`src/rtl/hbfp_pkg.sv`:
```
// -----------------------------------------------------------------------------
// hbfp_pkg
// Shared definitions for the HBFP dot-sum scheduler:
//   - default widths for mantissa, exponent and accumulator
//   - default beats per block
//   - scheduler state encoding (IDLE -> ACCUM -> OUT)
//   - saturation bounds for the default accumulator width
// Optional build macro used by the scheduler: HBFP_ACC_SAT_EN (saturating
// accumulate instead of two's-complement wrap).
// -----------------------------------------------------------------------------
package hbfp_pkg;

   localparam int MAN_W_DEF = 12;
   localparam int EXP_W_DEF = 8;
   localparam int ACC_W_DEF = 16;
   localparam int BEATS_DEF = 4;

   typedef enum logic [1:0] {
      IDLE  = 2'd0,
      ACCUM = 2'd1,
      OUT   = 2'd2
   } state_t;

   // Saturation bounds for the default accumulator width. The scheduler
   // derives the same bounds for its own ACC_W parameter.
   localparam logic signed [ACC_W_DEF-1:0] ACC_MAX_DEF = {1'b0, {(ACC_W_DEF-1){1'b1}}};
   localparam logic signed [ACC_W_DEF-1:0] ACC_MIN_DEF = {1'b1, {(ACC_W_DEF-1){1'b0}}};

endpackage

```
`src/rtl/add_tree4.sv`:
```
// -----------------------------------------------------------------------------
// add_tree4
// Combinational 4-input signed adder tree. Two pairwise sums of MAN_W+1 bits
// feed a final MAN_W+2 bit sum, which cannot overflow for any input.
// Ports:
//   lane_0..lane_3  in   MAN_W    signed lane mantissas
//   sum             out  MAN_W+2  signed sum of the four lanes
// -----------------------------------------------------------------------------
module add_tree4 #(
   parameter int MAN_W = 12
) (
   input  logic signed [MAN_W-1:0] lane_0,
   input  logic signed [MAN_W-1:0] lane_1,
   input  logic signed [MAN_W-1:0] lane_2,
   input  logic signed [MAN_W-1:0] lane_3,
   output logic signed [MAN_W+1:0] sum
);

   logic signed [MAN_W:0] pair_lo;
   logic signed [MAN_W:0] pair_hi;

   assign pair_lo = (MAN_W+1)'(lane_0) + (MAN_W+1)'(lane_1);
   assign pair_hi = (MAN_W+1)'(lane_2) + (MAN_W+1)'(lane_3);
   assign sum     = (MAN_W+2)'(pair_lo) + (MAN_W+2)'(pair_hi);

endmodule

```
`src/rtl/hbfp_dot_sched.sv`:
```
// -----------------------------------------------------------------------------
// hbfp_dot_sched
// Round-robin scheduler sharing one 4-lane signed adder tree between two HBFP
// requesters. The tree is locked to the granted requester for a whole block of
// BEATS beats; per-beat tree sums accumulate into an ACC_W accumulator and the
// block result (sum, exponent, source, overflow) is offered on a valid/ready
// output.
// Build option: HBFP_ACC_SAT_EN -> accumulator saturates on overflow
// (default: two's-complement wrap). Overflow flag is sticky per block either way.
// Ports:
//   clock, reset                     clock (rising edge), async active-low reset
//   io_reqN_valid / io_reqN_ready    requester N beat handshake
//   io_reqN_man_0..3                 requester N signed lane mantissas
//   io_reqN_exp                      requester N block exponent (first beat)
//   io_out_valid / io_out_ready      result handshake
//   io_out_man / exp / src / ovf     block sum, exponent, source, overflow
//   io_busy                          high whenever not IDLE
// -----------------------------------------------------------------------------
module hbfp_dot_sched
   import hbfp_pkg::*;
#(
   parameter int MAN_W = MAN_W_DEF,
   parameter int EXP_W = EXP_W_DEF,
   parameter int ACC_W = ACC_W_DEF,
   parameter int BEATS = BEATS_DEF
) (
   input  logic                    clock,
   input  logic                    reset,
   input  logic                    io_req0_valid,
   output logic                    io_req0_ready,
   input  logic signed [MAN_W-1:0] io_req0_man_0,
   input  logic signed [MAN_W-1:0] io_req0_man_1,
   input  logic signed [MAN_W-1:0] io_req0_man_2,
   input  logic signed [MAN_W-1:0] io_req0_man_3,
   input  logic        [EXP_W-1:0] io_req0_exp,
   input  logic                    io_req1_valid,
   output logic                    io_req1_ready,
   input  logic signed [MAN_W-1:0] io_req1_man_0,
   input  logic signed [MAN_W-1:0] io_req1_man_1,
   input  logic signed [MAN_W-1:0] io_req1_man_2,
   input  logic signed [MAN_W-1:0] io_req1_man_3,
   input  logic        [EXP_W-1:0] io_req1_exp,
   output logic                    io_out_valid,
   input  logic                    io_out_ready,
   output logic signed [ACC_W-1:0] io_out_man,
   output logic        [EXP_W-1:0] io_out_exp,
   output logic                    io_out_src,
   output logic                    io_out_ovf,
   output logic                    io_busy
);

   localparam int BEAT_W = (BEATS > 1) ? $clog2(BEATS) : 1;

   state_t                  state_reg, state_next;
   logic signed [ACC_W-1:0] acc_reg,   acc_next;
   logic [BEAT_W-1:0]       beat_reg,  beat_next;
   logic                    prio_reg,  prio_next;
   logic                    grant_reg, grant_next;
   logic [EXP_W-1:0]        exp_reg,   exp_next;
   logic                    ovf_reg,   ovf_next;

   // Lane selection: the granted requester drives the shared tree.
   logic signed [MAN_W-1:0] req0_man [4];
   logic signed [MAN_W-1:0] req1_man [4];
   logic signed [MAN_W-1:0] sel_man  [4];

   assign req0_man[0] = io_req0_man_0;
   assign req0_man[1] = io_req0_man_1;
   assign req0_man[2] = io_req0_man_2;
   assign req0_man[3] = io_req0_man_3;
   assign req1_man[0] = io_req1_man_0;
   assign req1_man[1] = io_req1_man_1;
   assign req1_man[2] = io_req1_man_2;
   assign req1_man[3] = io_req1_man_3;

   for (genvar gi = 0; gi < 4; gi++) begin : g_lane_mux
      assign sel_man[gi] = grant_reg ? req1_man[gi] : req0_man[gi];
   end

   logic                    sel_valid;
   logic [EXP_W-1:0]        sel_exp;
   logic signed [MAN_W+1:0] tree_sum;

   assign sel_valid = grant_reg ? io_req1_valid : io_req0_valid;
   assign sel_exp   = grant_reg ? io_req1_exp   : io_req0_exp;

   add_tree4 #(.MAN_W(MAN_W)) u_tree (
      .lane_0 (sel_man[0]),
      .lane_1 (sel_man[1]),
      .lane_2 (sel_man[2]),
      .lane_3 (sel_man[3]),
      .sum    (tree_sum)
   );

   // One extra bit exposes signed overflow: the top two bits disagree.
   logic signed [ACC_W:0]   sum_wide;
   logic                    add_ovf;
   logic signed [ACC_W-1:0] acc_sum;

   assign sum_wide = (ACC_W+1)'(acc_reg) + (ACC_W+1)'(tree_sum);
   assign add_ovf  = sum_wide[ACC_W] ^ sum_wide[ACC_W-1];

`ifdef HBFP_ACC_SAT_EN
   localparam logic signed [ACC_W-1:0] ACC_MAX = {1'b0, {(ACC_W-1){1'b1}}};
   localparam logic signed [ACC_W-1:0] ACC_MIN = {1'b1, {(ACC_W-1){1'b0}}};
   // The true sign of an overflowed sum is the extra top bit.
   assign acc_sum = add_ovf ? (sum_wide[ACC_W] ? ACC_MIN : ACC_MAX) : sum_wide[ACC_W-1:0];
`else
   assign acc_sum = sum_wide[ACC_W-1:0];
`endif

   always_ff @(posedge clock or negedge reset) begin
      if (!reset) begin
         state_reg <= IDLE;
         acc_reg   <= '0;
         beat_reg  <= '0;
         prio_reg  <= 1'b0;
         grant_reg <= 1'b0;
         exp_reg   <= '0;
         ovf_reg   <= 1'b0;
      end else begin
         state_reg <= state_next;
         acc_reg   <= acc_next;
         beat_reg  <= beat_next;
         prio_reg  <= prio_next;
         grant_reg <= grant_next;
         exp_reg   <= exp_next;
         ovf_reg   <= ovf_next;
      end
   end

   always_comb begin
      state_next    = state_reg;
      acc_next      = acc_reg;
      beat_next     = beat_reg;
      prio_next     = prio_reg;
      grant_next    = grant_reg;
      exp_next      = exp_reg;
      ovf_next      = ovf_reg;
      io_req0_ready = 1'b0;
      io_req1_ready = 1'b0;

      case (state_reg)
         IDLE: begin
            if (io_req0_valid || io_req1_valid) begin
               // Priority requester wins if valid, otherwise the other one.
               grant_next = prio_reg ? io_req1_valid : ~io_req0_valid;
               state_next = ACCUM;
               acc_next   = '0;
               beat_next  = '0;
               ovf_next   = 1'b0;
            end
         end
         ACCUM: begin
            io_req0_ready = ~grant_reg;
            io_req1_ready = grant_reg;
            if (sel_valid) begin
               acc_next = acc_sum;
               ovf_next = ovf_reg | add_ovf;
               if (beat_reg == '0)
                  exp_next = sel_exp;
               if (beat_reg == BEAT_W'(BEATS-1)) begin
                  beat_next  = '0;
                  state_next = OUT;
               end else begin
                  beat_next = beat_reg + BEAT_W'(1);
               end
            end
         end
         OUT: begin
            if (io_out_ready) begin
               state_next = IDLE;
               prio_next  = ~grant_reg;
            end
         end
         default: state_next = IDLE;
      endcase
   end

   assign io_out_valid = (state_reg == OUT);
   assign io_busy      = (state_reg != IDLE);
   assign io_out_man   = acc_reg;
   assign io_out_exp   = exp_reg;
   assign io_out_src   = grant_reg;
   assign io_out_ovf   = ovf_reg;

endmodule
```
`config.mk`:
```
export PLATFORM = sky130hd
export DESIGN_NAME = hbfp_dot_sched
export DESIGN_NICKNAME = d
export VERILOG_FILES = /design/src/rtl/hbfp_pkg.sv /design/src/rtl/add_tree4.sv /design/src/rtl/hbfp_dot_sched.sv
export SDC_FILE = /design/constraint.sdc
export NUM_CORES = 1
export LEC_CHECK = 0
export CAP_MARGIN = 40
export CORE_ASPECT_RATIO = 1.4
export CORE_MARGIN = 1
export CORE_UTILIZATION = 42
export CTS_BUF_LIST = sky130_fd_sc_hd__clkbuf_4 sky130_fd_sc_hd__clkbuf_8
export DETAILED_ROUTE_END_ITERATION = 8
export PLACE_DENSITY_LB_ADDON = 0.15
export SYNTH_ARGS = -nofsm -noshare
export SYNTH_HDL_FRONTEND = slang
export SYNTH_SLANG_ARGS = --single-unit
```
`constraint.sdc`:
```
create_clock -name clock -period 5.02 [get_ports clock]
set_clock_uncertainty 0.05 [all_clocks]
set_input_delay 1.255 -clock clock [delete_from_list [all_inputs] [get_ports clock]]
set_output_delay 1.255 -clock clock [all_outputs]
set_load 0.05 [all_outputs]
```
-- Yosys cells after proc, flatten, opt, wreduce, memory -nomap -nowiden
Cells that the tools add are included.
- word-level logic and storage cells: 57
- output and inout bits: 30
- register bits after elaboration: 31
- mux-type cells: 24
- $add $sub $neg: 5
- equality and inequality tests: 7
- reduce and logical (&&, ||, !) cells: 10
- bitwise logic cells: 4
- operator list (cell ; count):
    12-bit 2-to-1 mux ; 4
    16-bit 2-to-1 mux ; 2
    16-bit case mux with 2 select lines ; 1
    12-bit by 12-bit adder with 13-bit output ; 2
    16-bit by 14-bit adder with 17-bit output ; 1
    13-bit by 13-bit adder with 14-bit output ; 1
    2-bit 2-to-1 mux ; 7
    8-bit 2-to-1 mux ; 1
    1-bit 2-to-1 mux ; 6
    2-bit != test, second input constant ; 3
    2-bit case mux with 3 select lines ; 1
    3-bit AND reduction ; 2
    2-bit == test, second input constant ; 2
    2-bit zero test ; 2
    2-bit case mux with 2 select lines ; 1
    2-bit AND reduction ; 2
    4-bit AND reduction ; 1
    2-bit nonzero test ; 2
    2-bit by 1-bit adder with 2-bit output, second input constant ; 1
    2-bit by 1-bit == test with 1-bit output, second input constant ; 1
    2-bit by 1-bit != test with 1-bit output, second input constant ; 1
    1-bit inverter ; 2
    1-bit case mux with 2 select lines ; 1
    1-bit logical OR ; 1
    other kinds (2) ; 2

-- Logic depth before layout (Yosys ltp)
Gate-level depths: netlist of run 1.
- depth after elaboration: 8
- mapped depth: 18

-- Hierarchy
A second synthesis of run 1 with hierarchy kept.
- cells, all modules: 426
- area total of the unflattened synthesis: 3877.5 µm²
- by module, submodules not included (module ; cells each ; seq. area each (µm²) ; area an instance (µm²) ; instances):
    hbfp_dot_sched ; 274 ; 775.7 ; 2616.3 ; 1
    add_tree4 ; 152 ; 0.0 ; 1261.2 ; 1

-- Worst setup path after synthesis of run 1
No wires, ideal clock.
- kind: register to register
- from: register grant_reg, in the netlist io_out_src
- to: register ovf_reg, in the netlist io_out_ovf
- required time: 4.888 ns
- setup slack: -0.314 ns
- arrival: 5.202 ns
- buffers on the path: 2
- stages on the path, launching flop included: 17
- cell sequence: dfrtp_1 buf_4 clkbuf_1 mux2i_1 inv_1 fa_1 inv_1 fa_1 fa_1 inv_1 ha_1 a41o_1 a21o_2 a2111oi_2 or2_2 xnor3_1 o22ai_1
- word-level cells in the longest chain between the ends: 8
- elaborated cells on any way between the ends: 15
- ends and longest elaborated chain (element ; RTL line ; RTL):
    start: declaration ; hbfp_dot_sched.sv:58 ; logic grant_reg, grant_next;
    start signal: assignment ; hbfp_dot_sched.sv:126 ; grant_reg <= grant_next;
    12-bit 2-to-1 mux ; hbfp_dot_sched.sv:77 ; assign sel_man[gi] = grant_reg ? req1_man[gi] : req0_man[gi];
    12-bit by 12-bit adder with 13-bit output, on equally long branches ; add_tree4.sv:22, add_tree4.sv:23 ;
    13-bit by 13-bit adder with 14-bit output ; add_tree4.sv:24 ; assign sum = (MAN_W+2)'(pair_lo) + (MAN_W+2)'(pair_hi);
    16-bit by 14-bit adder with 17-bit output ; hbfp_dot_sched.sv:100 ; assign sum_wide = (ACC_W+1)'(acc_reg) + (ACC_W+1)'(tree_sum);
    1-bit XOR ; hbfp_dot_sched.sv:101 ; assign add_ovf = sum_wide[ACC_W] ^ sum_wide[ACC_W-1];
    1-bit bitwise OR ; hbfp_dot_sched.sv:159 ; ovf_next = ovf_reg | add_ovf;
    1-bit 2-to-1 mux ; hbfp_dot_sched.sv:157 ; if (sel_valid) begin
    1-bit case mux with 2 select lines ; hbfp_dot_sched.sv:143 ; case (state_reg)
    end signal: assignment ; hbfp_dot_sched.sv:128 ; ovf_reg <= ovf_next;
    end: declaration ; hbfp_dot_sched.sv:60 ; logic ovf_reg, ovf_next;
Parallel ways exist; a longest one is shown, timed or not. The select of a mux whose other input is x is not followed.
A chain may end at the register's enable or synchronous reset.

-- Final worst setup path of run 1
- from: input port io_req1_man_3[6]
- to: register ovf_reg, in the netlist io_out_ovf
- word-level cells in the longest chain between the ends: 8
- ends and longest elaborated chain (element ; RTL line ; RTL):
    start: declaration ; hbfp_dot_sched.sv:41 ; input logic signed [MAN_W-1:0] io_req1_man_3,
    12-bit 2-to-1 mux ; hbfp_dot_sched.sv:77 ;
    12-bit by 12-bit adder with 13-bit output ; add_tree4.sv:23 ; assign pair_hi = (MAN_W+1)'(lane_2) + (MAN_W+1)'(lane_3);
    13-bit by 13-bit adder with 14-bit output ; add_tree4.sv:24 ;
    16-bit by 14-bit adder with 17-bit output ; hbfp_dot_sched.sv:100 ;
    1-bit XOR ; hbfp_dot_sched.sv:101 ;
    1-bit bitwise OR ; hbfp_dot_sched.sv:159 ;
    1-bit 2-to-1 mux ; hbfp_dot_sched.sv:157 ;
    1-bit case mux with 2 select lines ; hbfp_dot_sched.sv:143 ;
No other way between the ends. The select of a mux whose other input is x is not followed.

==> impl_metrics.csv, run 1 <==
group,metric,value,unit
run_status,status,"complete, but fails checks",
run_status,violations,"design-rule violations",
final_layout,area_delta_synth_final,54.56,%
synth,ys_ff_latch,31,
worst_setup_path,critPathArrivalTime,5.14,ns
routing,wl,9.744,mm
worst_setup_path,cp_slowest_cell,"fa_1",
worst_setup_path,crit_family,"adder cells",
clocking,cts_num_sinks,31,
sta,timing.fmax,0.2008,GHz
synth,synthesis.area,3993,µm²
sta,slew_violations,0,
routing,vias_per_cell,4.858,
worst_setup_path,reg2reg_setup_slack,0.25,ns
place,placed_cells,699,
worst_setup_path,start_kind,"primary input",
clocking,htree_levels,2,
routing,ant_nets,0,
job,drv_cap,0,
hold_path,holdPathEnd,"prio_reg",
place,io_buffers,146,
worst_setup_path,r2r-end,"io_out_ovf",
global_routing,grt_use_met2,40.68,%
clocking,clockRootBuffer,"clkbuf_8",
worst_setup_path,r2r-start,"io_out_src",
routing,wl_per_cell,13.67,µm
global_routing,grtUsageMet3,2.252,%
die,io_pins,147,
sta,period_share,99.18,%
global_routing,grt_pass1_vias,3633,
hold_path,hold_depth,2,
synth,netlist.area_leader.share,23.57,%
clocking,clkLatencyLatePin,0.29,ns
worst_setup_path,critPathMostFrequentCell,"fa_1",
global_routing,grt_pass1_wl,16.03,mm
hold_path,hp-class,"flop to flop",
synth,synth_edf_count,0,
place,dpl.hpwl,8.097,mm
routing,drt_iter0_drc,114,
worst_setup_path,setup.worst_path.class,"primary input to flop",
sta,fin_crit,4.979,ns
place,gp_congestion,0.8360,
synth,netlist-cell-type-count,51,
die,core.rowCount,41,
worst_setup_path,end_kind,"flop",
worst_setup_path,crit_required,5.18,ns
final_layout,fin_nets,788,
synth,synth-async-reset-ratio,100.0,%
synth,post-synth-top-area-cell,"fa_1",
clocking,cts_tree,"done",
sta,slew_headroom,44.88,%
synth,yosys_warnings,0,
die,die_w,84.40,µm
clocking,cts_hold_buf,0,
worst_setup_path,crit_start,"io_req1_man_3[6]",
global_routing,grt_max_degree,18,
sta,rsz0062_at_grt,"yes",
clocking,cts_buffer_depth,2,
global_routing,grt.overflow.total,0,
final_layout,antenna_cells,0,
final_layout,largest_reg_flops,16,
die,die-area,9906,µm²
global_routing,antenna_found_initial,0,
clocking,cts_buffers,5,
worst_setup_path,reg2regPathDepth,16,
worst_setup_path,crit_fanout,3,
routing,via_count,3464,
final_layout,drive_gt1_share,21.45,%
global_routing,use_met1,21.13,%
sta,setup_violations,0,
sta,hold_violations,0,
sta,worst_slew_pin_slew,0.8038,ns
die,die-height,117.4,µm
synth,synth-main-ff-cell,"dfrtp_1",
final_layout,instances_no_fill,713,
routing,drc,11,
clocking,clk_pin_slew,0.08,ns
synth,synth-seq-area-share,19.43,%
worst_setup_path,cp_slowest_stage_delay,0.55,ns
die,design.core.area,9131,µm²
synth,syn_inst,423,
synth,syn_avg_cell_area,9.439,µm²
die,initial_core_util,43.72,%
hold_path,hp-start,"prio_reg",
worst_setup_path,critPathBufInv,4,
synth,synth_nets,606,
worst_setup_path,crit_chain,"clkdlybuf4s50_1 -> mux2i_2 -> fa_1 -> inv_1 -> fa_1 -> inv_1 -> fa_1 -> inv_2 -> ha_4 -> a21o_1 -> a211o_1 -> a2111oi_4 -> nor4b_4 -> xnor3_1 -> o22ai_1",
global_routing,gr-usage-all-layers,19.97,%
routing,dr.pass1.iters,7,
synth,synthTopCellsByArea,"fa_1, dfrtp_1, mux2i_1",
global_routing,grt.busiest_layer,"met2",
[cells in the final DEF, fill, tap and decap left out, types with 10 or more instances in the layout]
master and count:
ha_4 10, mux2_2 11, inv_1 89, a21oi_1 17, inv_2 14, xnor2_1 11
dlymetal6s2s_1 14, clkdlybuf4s50_1 120, nor2_1 13, mux2i_1 36, dfrtp_1 30, buf_4 39
nand2_1 28, fa_1 45, clkbuf_2 10
[what timing repair did]
item | CTS | global route
resized for setup | 34 | 61
buffers inserted | 3 | 3
endpoints found under the setup margin | 6 | 7
pin swaps | 21 | 34
[cell families (layout without fill, tap and decap cells)]
family	Yosys count	count (layout)	synth area share [%]
buffers and inverters	116	299	11.50
AOI/OAI and AO/OA	72	72	12.60
adders and majority gates	66	66	29.52
and+or+nand+nor	62	62	7.302
muxes	58	58	15.17
DFF	31	31	19.43
xor gates and xnor gates	18	18	4.481
[worst max-delay path by stage]
stage                  to  slack, ns  cells after the start
4_1_cts        io_out_ovf      0.001                     15
3_5_place_dp   io_out_ovf      -0.53                     15
6_report       io_out_ovf       0.04                     15
5_1_grt        io_out_ovf      -0.13                     14
2_1_floorplan  io_out_ovf       0.03                     14
3_3_place_gp   io_out_ovf      -0.46                     15
[worst register-to-register path: cells and delay by family, from the launching register on]
kind,cells,cell delay [ns]
mux,1,0.13
flops,1,0.63
fa+ha+maj,4,1.79
simple gates,1,0.10
compound gates,4,0.90
xor+xnor,1,0.33
buf+inv,5,0.78
[metal layers]
layer	up-vias	wire length [µm]
met2	73	5572
met5	-	0
met4	0	160
met1	1670	3598
met3	12	412
li1	1709	-
[final cells by class]
type | instances | area, µm²
Timing Repair Buffer | 188 | 1788
Fill cell | 755 | 2960
Tap cell | 107 | 133.9
Sequential cell | 31 | 779.5
Multi-Input combinational cell | 276 | 2994
Clock inverter | 3 | 20.02
Clock buffer | 5 | 68.82
Inverter | 103 | 386.6
[synthesized netlist by cell type (2+ instances only)]
| cell | count |
|---|---|
| a2111oi_2 | 2 |
| a211o_1 | 3 |
| a21o_1 | 9 |
| a21oi_1 | 18 |
| a21oi_2 | 4 |
| a22o_1 | 3 |
| a31oi_1 | 2 |
| and2_1 | 2 |
| buf_4 | 2 |
| buf_6 | 2 |
| clkbuf_1 | 7 |
| dfrtp_1 | 31 |
| fa_1 | 47 |
| ha_1 | 19 |
| inv_1 | 103 |
| mux2_2 | 13 |
| mux2i_1 | 43 |
| nand2_1 | 29 |
| nand3_1 | 3 |
| nor2_1 | 13 |
| nor2b_1 | 4 |
| nor3_1 | 2 |
| o21ai_0 | 9 |
| o21ai_1 | 8 |
| o31ai_1 | 4 |
| or2_2 | 2 |
| xnor2_1 | 11 |
| xor2_1 | 5 |
[stage by stage]
stage | hold slack [ns] | cell area [µm²] | setup WS, ns | TNS, ns | utilization [%]
global placement | 0.4180 | 5826 | -0.4617 | -2.423 | 63.80
finish | 0.4319 | 6171 | 0.04106 | 0 | 67.58
detailed placement | 0.4205 | 5841 | -0.5262 | -2.872 | 63.96
CTS | 0.4380 | 6047 | 0.001006 | 0 | 66.22
global route | 0.5039 | 6171 | -0.1255 | -0.1255 | 67.58
floorplan | 0.3984 | 4040 | 0.03271 | 0 | -
Power of run 1 is not shown: default switching activity piles up to over one toggle a cycle in this logic, so the estimate is an artifact.
==> run 2: changes to the inputs <==
- CORE_UTILIZATION: 42 -> 30
==> run 2 against run 1 <==
Net effect: the run now ends clean; via count down 0.78%; utilization is 18 points lower; global-route usage down 4.7 points; sequential share of layout area is 0.38 points lower; worst setup slack better by 0.082 ns; worst hold slack better by 0.013 ns; non-clock buffer count decreased by 4; fmax increased by 1.7%; count of clock-buffer cells in the layout grew 1; first-iteration DRC count fell by 32%; register-to-register slack improved by 0.09 ns; die area grew 39%.
==> impl_metrics.csv, run 2 (synthesized netlist as in run 1, its figures left out) <==
group,metric,value,unit
run_status,status,"finished clean",
worst_setup_path,critPathMostFrequentCell,"fa_1",
die,die_w,99.50,µm
routing,wl,10.26,mm
worst_setup_path,crit_family,"adder cells",
worst_setup_path,crit_fanout,3,
sta,worst_slew_pin_slew,0.5643,ns
sta,hold_violations,0,
final_layout,drive_gt1_share,22.59,%
final_layout,fin_nets,784,
die,core.rowCount,49,
routing,dr.pass1.iters,4,
sta,layout_setup_ws,0.1231,ns
final_layout,antenna_cells,0,
routing,via_count,3437,
worst_setup_path,cp_slowest_stage_delay,0.53,ns
worst_setup_path,crit_required,5.12,ns
global_routing,antenna_found_initial,0,
routing,drc,0,
final_layout,post-route-util,49.17,%
die,die-height,138.5,µm
place,dpl.hpwl,8.341,mm
routing,drt_iter0_drc,77,
sta,setup_violations,0,
clocking,cts_buffers,5,
die,io_pins,147,
final_layout,final_cell_mix,"clkdlybuf4s50_1, inv_1, fa_1",
worst_setup_path,end_kind,"flop",
routing,ant_nets,0,
sta,fin_crit,4.897,ns
sta,period_share,97.55,%
place,placed_cells,768,
final_layout,final_common_cell,"clkdlybuf4s50_1",
clocking,clkLatencyLatePin,0.28,ns
die,die-area,13780,µm²
routing,vias_per_cell,4.406,
job,drv_cap,0,
final_layout,regArea,779.5,µm²
final_layout,fillers,1253,
final_layout,largest_reg_flops,16,
worst_setup_path,setup.worst_path.class,"primary input to flop",
sta,timing.fmax,0.2042,GHz
place,place_ws,-0.5210,ns
die,design.core.area,12940,µm²
clocking,cts_buffer_depth,2,
global_routing,grt_pass1_vias,3610,
final_layout,multi_input_area,3044,µm²
clocking,clockRootBuffer,"clkbuf_8",
global_routing,gr-usage-all-layers,15.31,%
global_routing,grt_pass1_wl,16.93,mm
place,gp_congestion,0.8184,
clocking,cts_tree,"done",
final_layout,area_delta_synth_final,59.32,%
worst_setup_path,critPathBufInv,2,
sta,holdWs,0.4452,ns
routing,wl_per_cell,13.15,µm
worst_setup_path,critPathArrivalTime,5.00,ns
clocking,cts_num_sinks,31,
clocking,htree_levels,2,
global_routing,grt.overflow.total,0,
hold_path,hp-class,"flop to flop",
place,io_buffers,146,
worst_setup_path,start_kind,"primary input",
die,initial_core_util,30.86,%
global_routing,grt_max_degree,32,
worst_setup_path,cp_slowest_cell,"fa_1",
clocking,cts_hold_buf,0,
final_layout,instances_no_fill,780,
sta,slew_violations,0,
clocking,clk_pin_slew,0.07,ns
sta,slew_headroom,62.38,%
worst_setup_path,crit_chain,"buf_6 -> mux2i_4 -> fa_1 -> fa_1 -> fa_1 -> inv_2 -> ha_4 -> fa_2 -> a211o_1 -> a211o_1 -> a2111oi_4 -> nor4b_4 -> xnor3_1 -> o22ai_1",
[run 2: worst paths after layout]
kind	start	to	slack (ns)	depth (start not counted)
hold / removal	prio_reg	prio_reg	0.45	2
min in group asynchronous	reset	io_out_exp[6]	1.32	2
setup / recovery	io_req0_man_2[1]	io_out_ovf	0.12	14
max in group asynchronous	reset	io_out_src	3.27	2
setup reg to reg	io_out_src	io_out_ovf	0.34	13
hold reg to reg	prio_reg	prio_reg	0.45	2
[run 2: worst min-delay path, cell delays in order, from the launching register on]
cell and delay [ns]:
dfrtp_1 0.35, nand2_1 0.05, o21ai_0 0.06
[run 2: layout make-up]
class	count	share of cell area (%)
repair buffers	184	28.17
well taps	178	3.501
multi-input cells	276	47.86
flip-flops and latches	31	12.25
inverters	103	6.078
clock inverters	2	0.9441
clock buffers	6	1.200
[run 2: stage by stage]
| stage | TNS, ns | area, µm² |
|---|---|---|
| floorplan | 0 | 4040 |
| global placement | -2.783 | 5904 |
| detailed placement | -2.845 | 5939 |
| CTS | 0 | 6196 |
| global route | -0.0008042 | 6361 |
| finish | 0 | 6361 |
[run 2: per-layer routing]
| metal | vias up | GRT usage (%) | routed length (µm) | part of all wire [%] |
|---|---|---|---|---|
| met2 | 70 | 30.70 | 5883 | 57 |
| met3 | 4 | 1.416 | 355 | 3.5 |
| li1 | 1705 | - | - | - |
| met1 | 1658 | 17.17 | 3950 | 39 |
| met5 | - | 0 | 0 | 0 |
| met4 | 0 | 2.786 | 67 | 0.65 |
[run 2: repair_timing]
action                                 4_1_cts  5_1_grt
setup buffers                                3        1
endpoints found under the hold margin        0        0
gates resized for setup                     41       66
pin swaps                                   23       39
setup endpoints to repair                    5        7
Power of run 2 is left out for the same reason.
